## config.mk

```make
export PLATFORM = sky130hd
export DESIGN_NAME = icache_dm
export DESIGN_NICKNAME = d
export VERILOG_FILES = /design/src/rtl/icache_dm.sv
export SDC_FILE = /design/constraint.sdc
export NUM_CORES = 1
export LEC_CHECK = 0
export BUFFER_PORTS_ARGS = -buffer_cell sky130_fd_sc_hd__buf_2
export CAP_MARGIN = 20
export CORE_MARGIN = 2
export CORE_UTILIZATION = 30
export DETAILED_ROUTE_END_ITERATION = 10
export PLACE_DENSITY = 0.51
export RECOVER_POWER = 100
export SYNTH_ARGS = -nofsm -noshare
export SYNTH_HDL_FRONTEND = slang
export SYNTH_SLANG_ARGS = --single-unit
```

## constraint.sdc

```tcl
create_clock -name clk_i -period 12.55 [get_ports clk_i]
set_clock_uncertainty 0.2 [all_clocks]
set_input_delay 0 -clock clk_i [delete_from_list [all_inputs] [get_ports clk_i]]
set_output_delay 0 -clock clk_i [all_outputs]
set_load 0.005 [all_outputs]
```

## src/rtl/icache_dm.sv

```systemverilog
// Direct-mapped read-only instruction cache. A hit returns the word in the
// same cycle; a miss stalls fetch and refills one 128-bit line over req/ready.
module icache_dm #(
   parameter int          LINES      = 4,
   parameter int          LINE_WORDS = 4,
   parameter logic [31:0] NOP        = 32'h0000_0013
) (
   input  logic                       clk_i,
   input  logic                       rst_i,
   input  logic [31:0]                pc_i,
   input  logic                       invalidate_i,
   output logic [31:0]                instr_o,
   output logic                       stall_o,
   output logic                       mem_req_o,
   output logic [31:0]                mem_addr_o,
   input  logic [LINE_WORDS*32-1:0]   mem_data_i,
   input  logic                       mem_ready_i
);

   localparam int IW     = $clog2(LINES);
   localparam int TW     = 28 - IW;
   localparam int LINE_W = LINE_WORDS * 32;

   typedef enum logic [1:0] {IDLE, REQ, FILL} state_t;

   state_t             state_q, state_d;
   logic [LINES-1:0]   valid_q, valid_d;
   logic [31:0]        miss_addr_q, miss_addr_d;
   logic [TW-1:0]      tag_q  [LINES];
   logic [LINE_W-1:0]  data_q [LINES];

   logic [IW-1:0]      pc_idx, miss_idx;
   logic [TW-1:0]      pc_tag, miss_tag;
   logic               hit, fill_we;
   logic               unused_pc_bits;

   assign pc_idx         = pc_i[3+IW:4];
   assign pc_tag         = pc_i[31:4+IW];
   assign miss_idx       = miss_addr_q[3+IW:4];
   assign miss_tag       = miss_addr_q[31:4+IW];
   assign unused_pc_bits = ^pc_i[1:0];

   assign hit     = (state_q == IDLE) && valid_q[pc_idx] && (tag_q[pc_idx] == pc_tag);
   // Reset must block a refill even if the FSM is still sitting in REQ this edge.
   assign fill_we = (state_q == REQ) && mem_ready_i && !rst_i;

   always_ff @(posedge clk_i) begin
      if (rst_i) begin
         state_q     <= IDLE;
         valid_q     <= '0;
         miss_addr_q <= '0;
      end else begin
         state_q     <= state_d;
         valid_q     <= valid_d;
         miss_addr_q <= miss_addr_d;
      end
   end

   always_ff @(posedge clk_i) begin
      if (fill_we) begin
         data_q[miss_idx] <= mem_data_i;
         tag_q[miss_idx]  <= miss_tag;
      end
   end

   always_comb begin
      state_d     = state_q;
      valid_d     = valid_q;
      miss_addr_d = miss_addr_q;
      // Invalidate is applied first so a coincident refill still lands valid.
      if (invalidate_i) valid_d = '0;
      unique case (state_q)
         IDLE: begin
            if (!hit) begin
               miss_addr_d = {pc_i[31:4], 4'b0000};
               state_d     = REQ;
            end
         end
         REQ: begin
            if (mem_ready_i) begin
               valid_d[miss_idx] = 1'b1;
               state_d           = FILL;
            end
         end
         FILL:    state_d = IDLE;
         default: state_d = IDLE;
      endcase
   end

   always_comb begin
      instr_o    = NOP;
      stall_o    = 1'b0;
      mem_req_o  = 1'b0;
      mem_addr_o = '0;
      if (!rst_i) begin
         stall_o = !hit;
         if (hit) instr_o = data_q[pc_idx][{pc_i[3:2], 5'b00000} +: 32];
         if (state_q == REQ) begin
            mem_req_o  = 1'b1;
            mem_addr_o = miss_addr_q;
         end
      end
   end

endmodule

```

==> flow_metrics.tcl <==
set metrics [dict create \
    switching_share_pct 21.4 \
    fillers 7553 \
    grt_antenna_before_repair 10 \
    synthArstFlopShare_pct 0 \
    leakagePower_nw 11.1 \
    cp_top_family "buffers and inverters" \
    cts_tree "done" \
    nNetsFinal 1903 \
    regToRegSetupSlack_ns 5.15 \
    die-height_um 294 \
    grt_use_total_pct 14.1 \
    violations "max-capacitance violations, max-slew violations" \
    die_w_um 294 \
    use_met2_pct 23.8 \
    synth_area_per_cell_um2 21.9 \
    crit_type "input port to register" \
    pwr-share-seq_pct 49.6 \
    fin_crit_sh_pct 63.2 \
    crit_path_top_delay_cell "clkbuf_1" \
    rsz0062_at_grt "no" \
    netlist.area_leader.share_pct 73.4 \
    route.detailed.drc 0 \
    ys_top_cells_by_count "edfxtp_1 (616), mux4_2 (178), dfxtp_1 (34)" \
    clock-root-buffer "clkbuf_16" \
    hold_path_depth 4 \
    cap_violations 11 \
    clkSinkCount 650 \
    power.internal_mw 3.84 \
    powerDensity_nw_per_um2 147 \
    clock_path_buffers 3 \
    crit_buf_inv 5 \
    critical_path.most_common_cell "clkbuf_1" \
    maxSlewViolCount 467 \
    yosysMostFrequentCell "edfxtp_1" \
    rows 106 \
    grt_first_pass_wirelength_mm 91.0 \
    yosys.area.top_type "edfxtp_1" \
    busiest_layer "met2" \
    grt_overflow 0 \
    clk_latency_ns 0.61 \
    max_freq_mhz 126 \
    cp_cell_sequence "buf_8, clkbuf_1, inv_1, a2111oi_0, o221ai_1, nor4_1, clkbuf_1, o21ai_0, a21oi_1, dlygate4sd3_1" \
    finalSetupTns_ns 0 \
    cts_buffers 76 \
    synthFlopType "edfxtp_1" \
    core_area_um2 83400 \
    dp.final_hpwl_mm 33.2 \
    hold_path.class "input port to register" \
    tightest_slew_ns 4.20 \
    initial_core_util_pct 30.2 \
    ios 230 \
    hold_ws_ns 0.0667 \
    slowest_delay_ns 2.88 \
    io_buffers 223 \
    met1_usage_pct 18.1 \
    worstReg2RegStart "state_q[0]$_SDFFE_PP0P_" \
    synth_area_um2 25200 \
    synthCells 1151 \
    yosysUniqueCellTypes 47 \
    gp_congestion 0.743 \
    ys_warn_count 0 \
    crit_fanout 70 \
    period_minus_slack_ns 7.93 \
    rr_endpoint "data_q[0][69]$_DFFE_PP_" \
    wire_per_inst_um 21.0 \
    ys_seq_elements 650 \
    synth-edff-count 616 \
    wl_mm 60.5 \
    cp-start-kind "input port" \
    holdPathEnd "state_q[1]$_SDFFE_PP0P_" \
    cp-end-kind "register" \
    yosysSeqAreaShare_pct 76.1 \
    dp.cells 2410 \
    slew_headroom_pct -180 \
    die_area_um2 86300 \
    drt_first_pass_iters 5 \
    netlist_top_cells_area "edfxtp_1 (73%), mux4_2 (16%), dfxtp_1 (2.7%), mux2i_1 (0.91%), nor2b_1 (0.75%)" \
    area_delta_synth_final_pct 32.1 \
    hp-start "mem_ready_i" \
    vias_per_cell 4.72 \
    ctsResizeCount 0 \
    p_clk_share_pct 44.0 \
    via_count 13600 \
    grt_use_met3_pct 3.32 \
    first_global_vias 15000 \
    clk_pin_slew_ns 0.06 \
    stdcell_count 2880 \
    p_switching_mw 1.05 \
    setup_viol 0 \
    critPathRequiredTime_ns 12.91 \
    dr.first_iter.drc_count 720 \
    grt_max_degree 112 \
    cp_data_arrival_time_ns 8.29 \
    reg2regPathDepth 5 \
    ir_drop_uv 112 \
    drive_gt1_share_pct 27.7 \
    h-tree-depth 3 \
    status "finished with violations" \
    final_antenna_net_count 0 \
    power_frac_comb_pct 6.5 \
    final_hold_viol_count 0 \
    utilization_pct 39.9 \
]
area by class of cell:
class	count	area, µm²	area share, %
multi-input cells	430	5700	17.1
repair buffers	574	4530	13.6
flip-flops and latches	650	19200	57.6
clock inverters	43	534	1.60
clock buffers	91	1960	5.88
diodes	5	12.5	0.0376
inverters	7	26.3	0.0789
well taps	1080	1350	4.06
cells in the final DEF (no fill, tap or decap), drive strengths merged, types with 3 or more instances in the layout:
| master | netlist | layout |
|---|---|---|
| nand3 | 28 | 28 |
| or2 | 4 | 4 |
| buf | 36 | 197 |
| a21o | 4 | 4 |
| o21ai | 31 | 31 |
| mux2 | 6 | 6 |
| inv | 7 | 8 |
| xnor2 | 12 | 12 |
| nor3b | 3 | 3 |
| dfxtp | 34 | 34 |
| nor2 | 6 | 6 |
| mux2i | 23 | 23 |
| conb | 1 | 4 |
| nor2b | 30 | 30 |
| xor2 | 10 | 10 |
| clkinv | 0 | 33 |
| clkinvlp | 0 | 3 |
| mux4 | 178 | 178 |
| edfxtp | 616 | 616 |
| dlygate4sd3 | 0 | 331 |
| and2 | 28 | 28 |
| a21oi | 29 | 29 |
| nor4 | 3 | 3 |
| bufinv | 0 | 6 |
| clkbuf | 31 | 137 |
| diode | 0 | 5 |
| o221ai | 3 | 3 |
worst register-to-register path, cell delays in order, from the launching register on:
cell and delay [ns]:
dfxtp_1 0.40, nor3b_1 0.26, nand2_1 0.19, nor3_4 0.13, clkbuf_1 2.46, clkbuf_1 3.21
per-stage QoR:
step | area, µm² | total power [mW] | setup slack, ns
3_5_place_dp | 27600 | 2.70 | 7.17
5_1_grt | 33300 | 5.08 | 3.53
4_1_cts | 33400 | 4.97 | 7.14
6_report | 33300 | 4.89 | 4.62
3_3_place_gp | 27600 | 2.70 | 7.20
2_1_floorplan | 25200 | 2.61 | -0.527
power by group through the flow:
| stage | logic [mW] | registers, mW | clock network, mW |
|---|---|---|---|
| floorplan | 0.140 | 2.47 | 0 |
| global placement | 0.231 | 2.47 | 0 |
| detailed placement | 0.235 | 2.47 | 0 |
| CTS | 0.321 | 2.42 | 2.22 |
| global route | 0.342 | 2.43 | 2.31 |
| finish | 0.316 | 2.43 | 2.15 |
state kept, by name, summed over array words and instances, names as in the netlist:
name,cells
data_q,512
miss_addr_q,28
tag_q,104
valid_q,4
state_q,2
logic make-up (layout without fill, tap and decap cells):
| group | after synthesis | after routing | share of synthesized area, % |
|---|---|---|---|
| AO/OA/AOI/OAI | 84 | 84 | 1.97 |
| XOR/XNOR | 22 | 22 | 0.765 |
| buffers and inverters | 74 | 715 | 1.38 |
| flip-flops | 650 | 650 | 76.1 |
| multiplexers | 207 | 207 | 17.1 |
| other | 1 | 9 | 0.0149 |
| AND/OR/NAND/NOR | 113 | 113 | 2.65 |
worst max path at each step:
| stage | start | depth (start not counted) | end | slack [ns] |
|---|---|---|---|---|
| after floorplan | state_q[0]$_SDFFE_PP0P_ | 3 | data_q[2][0]$_DFFE_PP_ | -0.53 |
| after global placement | pc_i[4] | 11 | instr_o[4] | 7.20 |
| after detailed placement | pc_i[4] | 11 | instr_o[1] | 7.17 |
| after CTS | pc_i[4] | 11 | instr_o[1] | 7.14 |
| after global routing | pc_i[4] | 10 | miss_addr_q[8]$_SDFFE_PP0P_ | 3.53 |
| final | pc_i[4] | 10 | miss_addr_q[19]$_SDFFE_PP0P_ | 4.62 |
metal layers:
metal,wire length [µm],vias up
li1,-,6006
met1,26500,7132
met2,29500,334
met3,3310,100
met4,1210,10
met5,59,-
what timing repair did:
action | CTS | global route
setup buffers | 0 | 0
hold endpoints to repair | 560 | 0
hold buffers | 331 | 0
(Power assumes the default switching activity.)
